## config.mk

```make
export PLATFORM = sky130hd
export DESIGN_NAME = csr_sequencer
export DESIGN_NICKNAME = d
export VERILOG_FILES = /design/src/rtl/csr_sequencer_pkg.sv /design/src/rtl/csr_wdata_merge.sv /design/src/rtl/csr_sequencer.sv
export SDC_FILE = /design/constraint.sdc
export NUM_CORES = 1
export LEC_CHECK = 0
export CAP_MARGIN = 20
export CORE_ASPECT_RATIO = 0.5
export CORE_MARGIN = 1.5
export CORE_UTILIZATION = 40
export DETAILED_ROUTE_END_ITERATION = 8
export DONT_BUFFER_PORTS = 1
export GPL_TIMING_DRIVEN = 0
export SYNTH_ARGS = -nofsm -noshare
export SYNTH_HDL_FRONTEND = slang
export SYNTH_HIERARCHICAL = 1
export SYNTH_SLANG_ARGS = --single-unit
```

## constraint.sdc

```tcl
create_clock -name clk -period 4.75 [get_ports clk]
set_clock_uncertainty 0.05 [all_clocks]
set_input_delay 0.95 -clock clk [delete_from_list [all_inputs] [get_ports clk]]
set_output_delay 0.95 -clock clk [all_outputs]
set_load 0.01 [all_outputs]
```

## src/rtl/csr_sequencer_pkg.sv

```systemverilog
// csr_sequencer_pkg: shared CSR index, mstatus bit, op and sequencer state definitions
package csr_sequencer_pkg;
  localparam int XLEN = 64;
  localparam int IDX_W = 5;
  localparam logic [IDX_W-1:0] MSTATUS_IDX = 5'd0;
  localparam logic [IDX_W-1:0] MTVEC_IDX = 5'd3;
  localparam logic [IDX_W-1:0] MEPC_IDX = 5'd6;
  localparam logic [IDX_W-1:0] MCAUSE_IDX = 5'd8;
  localparam logic [IDX_W-1:0] MTVAL_IDX = 5'd10;
  localparam int MIE_BIT = 3;
  localparam int MPIE_BIT = 7;
  localparam int MPP_LO = 11;
  localparam int MPP_HI = 12;
  typedef enum logic [1:0] {OP_ILL = 2'b00, OP_RW = 2'b01, OP_RS = 2'b10, OP_RC = 2'b11} csr_op_t;
  typedef enum logic [2:0] {IDLE, INST, T_EPC, T_CAUSE, T_TVAL, T_STAT, R_EPC, R_STAT} seq_state_t;
endpackage

```

## src/rtl/csr_wdata_merge.sv

```systemverilog
// csr_wdata_merge: computes masked CSRRW/RS/RC write data and write enable
module csr_wdata_merge
  import csr_sequencer_pkg::*;
(
  input  csr_op_t         op,
  input  logic [XLEN-1:0] old_val,
  input  logic [XLEN-1:0] src,
  input  logic [XLEN-1:0] mask,
  output logic [XLEN-1:0] wdata,
  output logic            we
);
  logic [XLEN-1:0] src_e, new_val;
  always_comb begin
    src_e = (op == OP_ILL) ? '0 : src;
    new_val = (op == OP_RW) ? src_e : (op == OP_RC) ? (old_val & ~src_e) : (old_val | src_e);
    wdata = (old_val & ~mask) | (new_val & mask);
    we = (op == OP_RW) || (src_e != '0);
  end
endmodule

```

## src/rtl/csr_sequencer.sv

```systemverilog
// csr_sequencer: serialises CSR instructions and trap/MRET sequences onto the CSR array
module csr_sequencer
  import csr_sequencer_pkg::*;
(
  input  logic             clk,
  input  logic             resetn,
  input  logic             inst_valid,
  input  logic [1:0]       inst_op,
  input  logic [IDX_W-1:0] inst_idx,
  input  logic [XLEN-1:0]  inst_mask,
  input  logic [XLEN-1:0]  inst_src,
  output logic             inst_ready,
  output logic             inst_done,
  output logic [XLEN-1:0]  inst_rdata,
  input  logic             trap_valid,
  input  logic             trap_kind,
  input  logic [XLEN-1:0]  trap_pc,
  input  logic [XLEN-1:0]  trap_cause,
  input  logic [XLEN-1:0]  trap_tval,
  input  logic [1:0]       trap_prv,
  output logic             trap_ready,
  output logic             trap_done,
  output logic [XLEN-1:0]  trap_target,
  output logic [1:0]       ret_prv,
  output logic [IDX_W-1:0] csr_raddr,
  input  logic [XLEN-1:0]  csr_rdata,
  output logic             csr_we,
  output logic [IDX_W-1:0] csr_waddr,
  output logic [XLEN-1:0]  csr_wdata,
  output logic             busy
);
  seq_state_t state_q, state_d;
  csr_op_t op_q, op_d;
  logic [IDX_W-1:0] idx_q, idx_d;
  logic [XLEN-1:0] mask_q, mask_d, src_q, src_d, pc_q, pc_d, cause_q, cause_d;
  logic [XLEN-1:0] tval_q, tval_d, mtvec_q, mtvec_d, mepc_q, mepc_d;
  logic [1:0] prv_q, prv_d;
  logic [XLEN-1:0] m_wdata;
  logic m_we;

  csr_wdata_merge u_merge (
    .op(op_q), .old_val(csr_rdata), .src(src_q), .mask(mask_q), .wdata(m_wdata), .we(m_we)
  );

  assign busy = state_q != IDLE;

  always_comb begin
    state_d = state_q;
    op_d = op_q;
    idx_d = idx_q;
    mask_d = mask_q;
    src_d = src_q;
    pc_d = pc_q;
    cause_d = cause_q;
    tval_d = tval_q;
    prv_d = prv_q;
    mtvec_d = mtvec_q;
    mepc_d = mepc_q;
    inst_ready = 1'b0;
    trap_ready = 1'b0;
    inst_done = 1'b0;
    trap_done = 1'b0;
    inst_rdata = '0;
    trap_target = '0;
    ret_prv = 2'b00;
    csr_raddr = '0;
    csr_waddr = '0;
    csr_we = 1'b0;
    csr_wdata = '0;
    case (state_q)
      IDLE: begin
        trap_ready = trap_valid;
        inst_ready = inst_valid & ~trap_valid;
        if (trap_valid) begin
          pc_d = trap_pc;
          cause_d = trap_cause;
          tval_d = trap_tval;
          prv_d = trap_prv;
          state_d = trap_kind ? R_EPC : T_EPC;
        end else if (inst_valid) begin
          op_d = csr_op_t'(inst_op);
          idx_d = inst_idx;
          mask_d = inst_mask;
          src_d = inst_src;
          state_d = INST;
        end
      end
      INST: begin
        csr_raddr = idx_q;
        csr_waddr = idx_q;
        csr_we = m_we;
        csr_wdata = m_wdata;
        inst_done = 1'b1;
        inst_rdata = csr_rdata;
        state_d = IDLE;
      end
      T_EPC: begin
        csr_waddr = MEPC_IDX;
        csr_we = 1'b1;
        csr_wdata = pc_q & ~64'h1;
        csr_raddr = MTVEC_IDX;
        mtvec_d = csr_rdata;
        state_d = T_CAUSE;
      end
      T_CAUSE: begin
        csr_waddr = MCAUSE_IDX;
        csr_we = 1'b1;
        csr_wdata = cause_q;
        state_d = T_TVAL;
      end
      T_TVAL: begin
        csr_waddr = MTVAL_IDX;
        csr_we = 1'b1;
        csr_wdata = tval_q;
        state_d = T_STAT;
      end
      T_STAT: begin
        csr_raddr = MSTATUS_IDX;
        csr_waddr = MSTATUS_IDX;
        csr_we = 1'b1;
        csr_wdata = csr_rdata;
        csr_wdata[MPIE_BIT] = csr_rdata[MIE_BIT];
        csr_wdata[MIE_BIT] = 1'b0;
        csr_wdata[MPP_HI:MPP_LO] = prv_q;
        trap_done = 1'b1;
        // vectored mode only offsets interrupts, never synchronous exceptions
        trap_target = (mtvec_q & ~64'h3) +
                      ((mtvec_q[0] & cause_q[XLEN-1]) ? {{(XLEN-8){1'b0}}, cause_q[5:0], 2'b00} : '0);
        state_d = IDLE;
      end
      R_EPC: begin
        csr_raddr = MEPC_IDX;
        mepc_d = csr_rdata;
        state_d = R_STAT;
      end
      R_STAT: begin
        csr_raddr = MSTATUS_IDX;
        csr_waddr = MSTATUS_IDX;
        csr_we = 1'b1;
        csr_wdata = csr_rdata;
        csr_wdata[MIE_BIT] = csr_rdata[MPIE_BIT];
        csr_wdata[MPIE_BIT] = 1'b1;
        csr_wdata[MPP_HI:MPP_LO] = 2'b00;
        ret_prv = csr_rdata[MPP_HI:MPP_LO];
        trap_target = mepc_q;
        trap_done = 1'b1;
        state_d = IDLE;
      end
    endcase
  end

  always_ff @(posedge clk or negedge resetn) begin
    if (!resetn) begin
      state_q <= IDLE;
      op_q <= OP_ILL;
      idx_q <= '0;
      mask_q <= '0;
      src_q <= '0;
      pc_q <= '0;
      cause_q <= '0;
      tval_q <= '0;
      prv_q <= 2'b00;
      mtvec_q <= '0;
      mepc_q <= '0;
    end else begin
      state_q <= state_d;
      op_q <= op_d;
      idx_q <= idx_d;
      mask_q <= mask_d;
      src_q <= src_d;
      pc_q <= pc_d;
      cause_q <= cause_d;
      tval_q <= tval_d;
      prv_q <= prv_d;
      mtvec_q <= mtvec_d;
      mepc_q <= mepc_d;
    end
  end
endmodule

```

## Word-level counts from Yosys, hierarchy flattened

Cells that the tools add are included.

- Output and inout bits: 210
- Input port bits: 398
- Flip-flop bits (word level): 460
- Word-level logic and storage cells: 61

- Bitwise operators: 10
- Reduce and logical (&&, ||, !) cells: 10
- Equal/unequal tests: 10
- Multiplexer cells: 19
- Add/sub/neg operators: 1

Operators by type and width:

| cell | count |
|---|---|
| 64-bit case mux with 6 select lines | 1 |
| 64-bit 2-to-1 mux | 4 |
| 64-bit bitwise AND | 3 |
| 64-bit inverter | 2 |
| 64-bit bitwise OR | 2 |
| 64-bit case mux with 2 select lines | 1 |
| 64-bit by 8-bit adder with 64-bit output | 1 |
| 64-bit nonzero test | 1 |
| 5-bit case mux with 4 select lines | 1 |
| 3-bit case mux with 6 select lines | 1 |
| 5-bit case mux with 3 select lines | 1 |
| 3-bit == test, second input constant | 4 |
| 3-bit 2-to-1 mux | 3 |
| 8-bit 2-to-1 mux | 1 |
| 3-bit by 2-bit == test with 1-bit output, second input constant | 2 |
| 5-bit OR reduction | 1 |
| 1-bit 2-to-1 mux | 4 |
| 3-bit by 1-bit == test with 1-bit output, second input constant | 1 |
| 3-bit logical NOT | 1 |
| 3-bit inequality test, second input constant | 1 |
| 3-bit AND reduction | 1 |
| 3-bit nonzero test | 1 |
| 3-bit OR reduction | 1 |
| 1-bit bitwise AND | 2 |
| 9 further kinds | 9 |

## Depth between registers and ports, before layout

- Word-level depth: 9
- Gate-level depth with buffers: 11
- Gate-level depth less buffers: 10

## By module

Netlist, hierarchy kept.

Modules (own cells, without submodules):

| module | area each (µm²) | times used | cells an instance | sequential area each (µm²) |
|---|---|---|---|---|
| csr_sequencer | 22,116.2 | 1 | 2,528 | 11,461.0 |
| csr_wdata_merge | 1,621.6 | 1 | 238 | 0.0 |

## Worst setup path before layout

No wires, ideal clock.

- Kind: register to output
- Start: register cause_q[63]
- End: output trap_target[30]
- Cell stages (with the launch flop): 11
- Arrival: 2,942 ps
- Required time: 3,750 ps
- Setup slack: 808 ps
- Path buffers: 0
- Cells stage by stage: dfrtp_1 -> and3_1 -> ha_1 -> inv_1 -> fa_1 -> and2b_1 -> o2111ai_1 -> a2111oi_0 -> nand3_1 -> nor3b_1 -> nor3_1

- Cells in the longest elaborated chain, start to end: 4

Ends and longest elaborated chain:

| item | line | source |
|---|---|---|
| from (decl) | csr_sequencer.sv:35 | `logic [XLEN-1:0] mask_q, mask_d, src_q, src_d, pc_q, pc_d, cause_q, cause_d;` |
| from (signal assigned) | csr_sequencer.sv:172 | `cause_q <= cause_d;` |
| 1-bit bitwise AND | csr_sequencer.sv:128 | `((mtvec_q[0] & cause_q[XLEN-1]) ? {{(XLEN-8){1'b0}}, cause_q[5:0], 2'b00} : '0);` |
| 8-bit 2-to-1 mux | csr_sequencer.sv:128 |  |
| 64-bit by 8-bit adder with 64-bit output | csr_sequencer.sv:127 | `trap_target = (mtvec_q & ~64'h3) +` |
| 64-bit case mux with 2 select lines | csr_sequencer.sv:70 | `case (state_q)` |
| to (decl) | csr_sequencer.sv:23 | `output logic [XLEN-1:0] trap_target,` |

Every way passes these cells.

## Final worst setup path

- Start: register state_q[1]
- End: output csr_wdata[30]

- Cells in the longest elaborated chain, start to end: 2
- Elaborated cells between the ends (all ways): 7
- Classes of those cells: eq/ne: 6; mux: 1

Ends and longest elaborated chain:

| item | line | source |
|---|---|---|
| from (decl) | csr_sequencer.sv:32 | `seq_state_t state_q, state_d;` |
| from (signal assigned) | csr_sequencer.sv:166 | `state_q <= state_d;` |
| 3-bit == test, or another cell as far along | csr_sequencer.sv:70 |  |
| 64-bit case mux with 6 select lines * | csr_sequencer.sv:70 |  |
| to (decl) | csr_sequencer.sv:29 | `output logic [XLEN-1:0] csr_wdata,` |

Every way passes the cells marked *; elsewhere a longest branch is shown, timed or not.

==> metrics.cfg <==
[worst_setup_path]
worstPathMaxFanout=10
reg2reg_slack_ns=0.76
crit_path_start=state_q[1]
critPathLaunchType=flop
reg2reg_from=state_q[1]
crit_required_ns=3.75
r2r_cells=10
worstReg2RegEnd=src_q[61]
worstPathArrival_ns=3.70
critPathKind=flop to output pin
endpoint_kind=output pin

[detailed_routing]
ant_nets=0
wl_per_cell_um=27.6
wl_um=100000
vias=21744
drt_first_pass_iters=5
drc=0
drtIter0Drc=2530
vias_per_cell=5.97

[global_routing]
antenna_found_initial=19
grt_first_pass_wirelength_um=143000
grt_pass1_vias=20810
grt-ovfl-total=0
grt_usage=0.321
grt_max_degree=459

[final_layout]
layout-drive-gt1-share=0.0986
design_area_um2=26800
nets=3232
synthToLayoutAreaGrowth_pct=12.8
final_cells=3640
multi_input_area_um2=11700
ff_latch_area_um2=11500
fillers=5714

[placed_design]
io_buffers=0
dp_slack_ns=-0.0930
placed_cell_area_um2=24800
place_inst=3541
gp_congestion=0.968
dp_hpwl_um=74800

[synth]
yosysMostFrequentCell=nand2_1
synthMuxAreaShare=0.0848
syn-cell-area_um2=23700
yosys_warnings=6
synth_compound_area_frac=0.117
synth_top_family_by_area=simple AND/OR/NAND/NOR gates
synth_fp_nets=3171
synthTopCellsByCount=1028 x nand2_1, 458 x dfrtp_1, 178 x a21oi_1
synth_cell_types=53
synth-adder-area-share=0.00401
syn_avg_cell_area_um2=8.58
synth_edf_count=0
synth_top_cell_by_area=dfrtp_1
synthCells=2766
synth_top_area_frac=0.483
synthFlopType=dfrtp_1
synth-seq-cells=458
async_flop_share=1.00
synthSimpleGateAreaFrac=0.232
synth_xor_area_frac=0.0435
synth_area_leaders=dfrtp_1 48%, nand2_1 16%, mux2_2 5.7%
yosysSeqAreaShare=0.483

[sta]
setup_tns_ns=0
max_freq_ghz=0.213
setup_violations=0
fin_crit_sh=0.990
slew-limit-headroom=0.177
rsz0062_at_grt=yes
slew_viol_final=0
worst_slack_ns=0.0469
min_period_ns=4.70
finalHoldViolCount=0
tightest_slew_ns=1.23

[power_and_ir_drop]
p_per_area_nw_per_um2=765
p_leak_nw=12.2
vdd_drop_max_mv=0.295

[clock_network]
clk_pin_slew_worst_paths_ns=0.07
root_buffer=clkbuf_16
htree_levels=2
clock_latency_ns=0.59
hold_buffers=0
clockBufferDepth=3
numCtsBuffers=46
cts_tree=yes
cts_sinks=458

[floorplanning]
core_um2=58000
fp.dieArea_um2=60900
io_pins=608
die_w_um=348
fp.dieH_um=175
row_count=62
start_util=0.409

[outcome]
status=completed

[worst_hold_path]
hp-class=input pin to asynchronous set/reset pin

[run]
drv_cap=0

==> worst max path at each step <==
stage                                 end  slack [ns]  depth (start not counted)
after floorplan           trap_target[30]        0.81                         10
after global placement    trap_target[30]       -0.07                         10
after detailed placement  trap_target[62]       -0.09                         11
after CTS                 trap_target[50]       -0.02                         11
after global routing        csr_wdata[30]       -0.04                          6
final                       csr_wdata[30]        0.05                          6
==> cell families after synthesis <==
family	count (synthesis)
AND/OR/NAND/NOR	1326
flip-flops	458
XOR/XNOR	118
AO/OA/AOI/OAI	458
buffers and inverters	213
multiplexers	186
adder cells (fa/ha/maj)	7
==> flip-flops by register name (all words and copies together) (netlist names) <==
signal,cells
cause_q,64
mask_q,64
mepc_q,64
src_q,64
tval_q,64
mtvec_q,63
pc_q,63
idx_q,5
state_q,3
op_q,2
prv_q,2
==> critical path, stage by stage, from the launching register on <==
cell	delay, ns
dfrtp_1	0.37
clkbuf_1	0.32
nor2b_1	0.27
buf_1	0.77
clkbuf_1	0.62
a221oi_1	0.39
a21oi_1	0.35
==> routing by layer <==
layer | vias to the layer above | global-route usage | part of all wire
met2 | 1011 | 0.499 | 0.45
met5 | - | 0 | 0.00064
met1 | 10946 | 0.429 | 0.41
met3 | 240 | 0.0682 | 0.085
li1 | 9537 | - | -
met4 | 10 | 0.152 | 0.051
==> through the flow <==
stage,hold slack [ns],util,power [mW]
floorplan,0.388,-,12.8
global placement,0.402,0.426,15.8
detailed placement,0.412,0.428,16.0
CTS,0.00217,0.459,20.3
global route,0.0131,0.461,21.6
finish,0.0333,0.462,20.5
==> where the power goes <==
group	switching (mW)	internal [mW]
logic	5.96	2.99
clock network	1.67	2.46
registers	1.64	5.77
total	9.28	11.2
==> final cells by class <==
cell class	instances	share of cell area
Multi-Input combinational cell	2095	0.436
Sequential cell	458	0.428
Clock buffer	66	0.0519
Tap cell	768	0.0359
Buffer	197	0.0292
Clock inverter	16	0.0106
Timing Repair Buffer	14	0.00570
Inverter	15	0.00210
Antenna cell	11	0.00103
==> placed cells by master (no fill, tap or decap), types with 64 or more instances in the layout <==
master,count
and3_1,86
xnor2_1,89
nor2_1,89
clkbuf_1,170
a31oi_1,129
mux2_2,121
nand2_1,1028
mux2i_1,65
dfrtp_1,456
o21ai_0,64
a21oi_1,162
==> timing repair <==
item,4_1_cts,5_1_grt
gates resized for setup,33,15
gates cloned,0,0
endpoints found under the hold margin,0,0
buffers inserted,1,6
setup endpoints to repair,84,29
pin swaps,3,5
(Power assumes the default switching activity.)
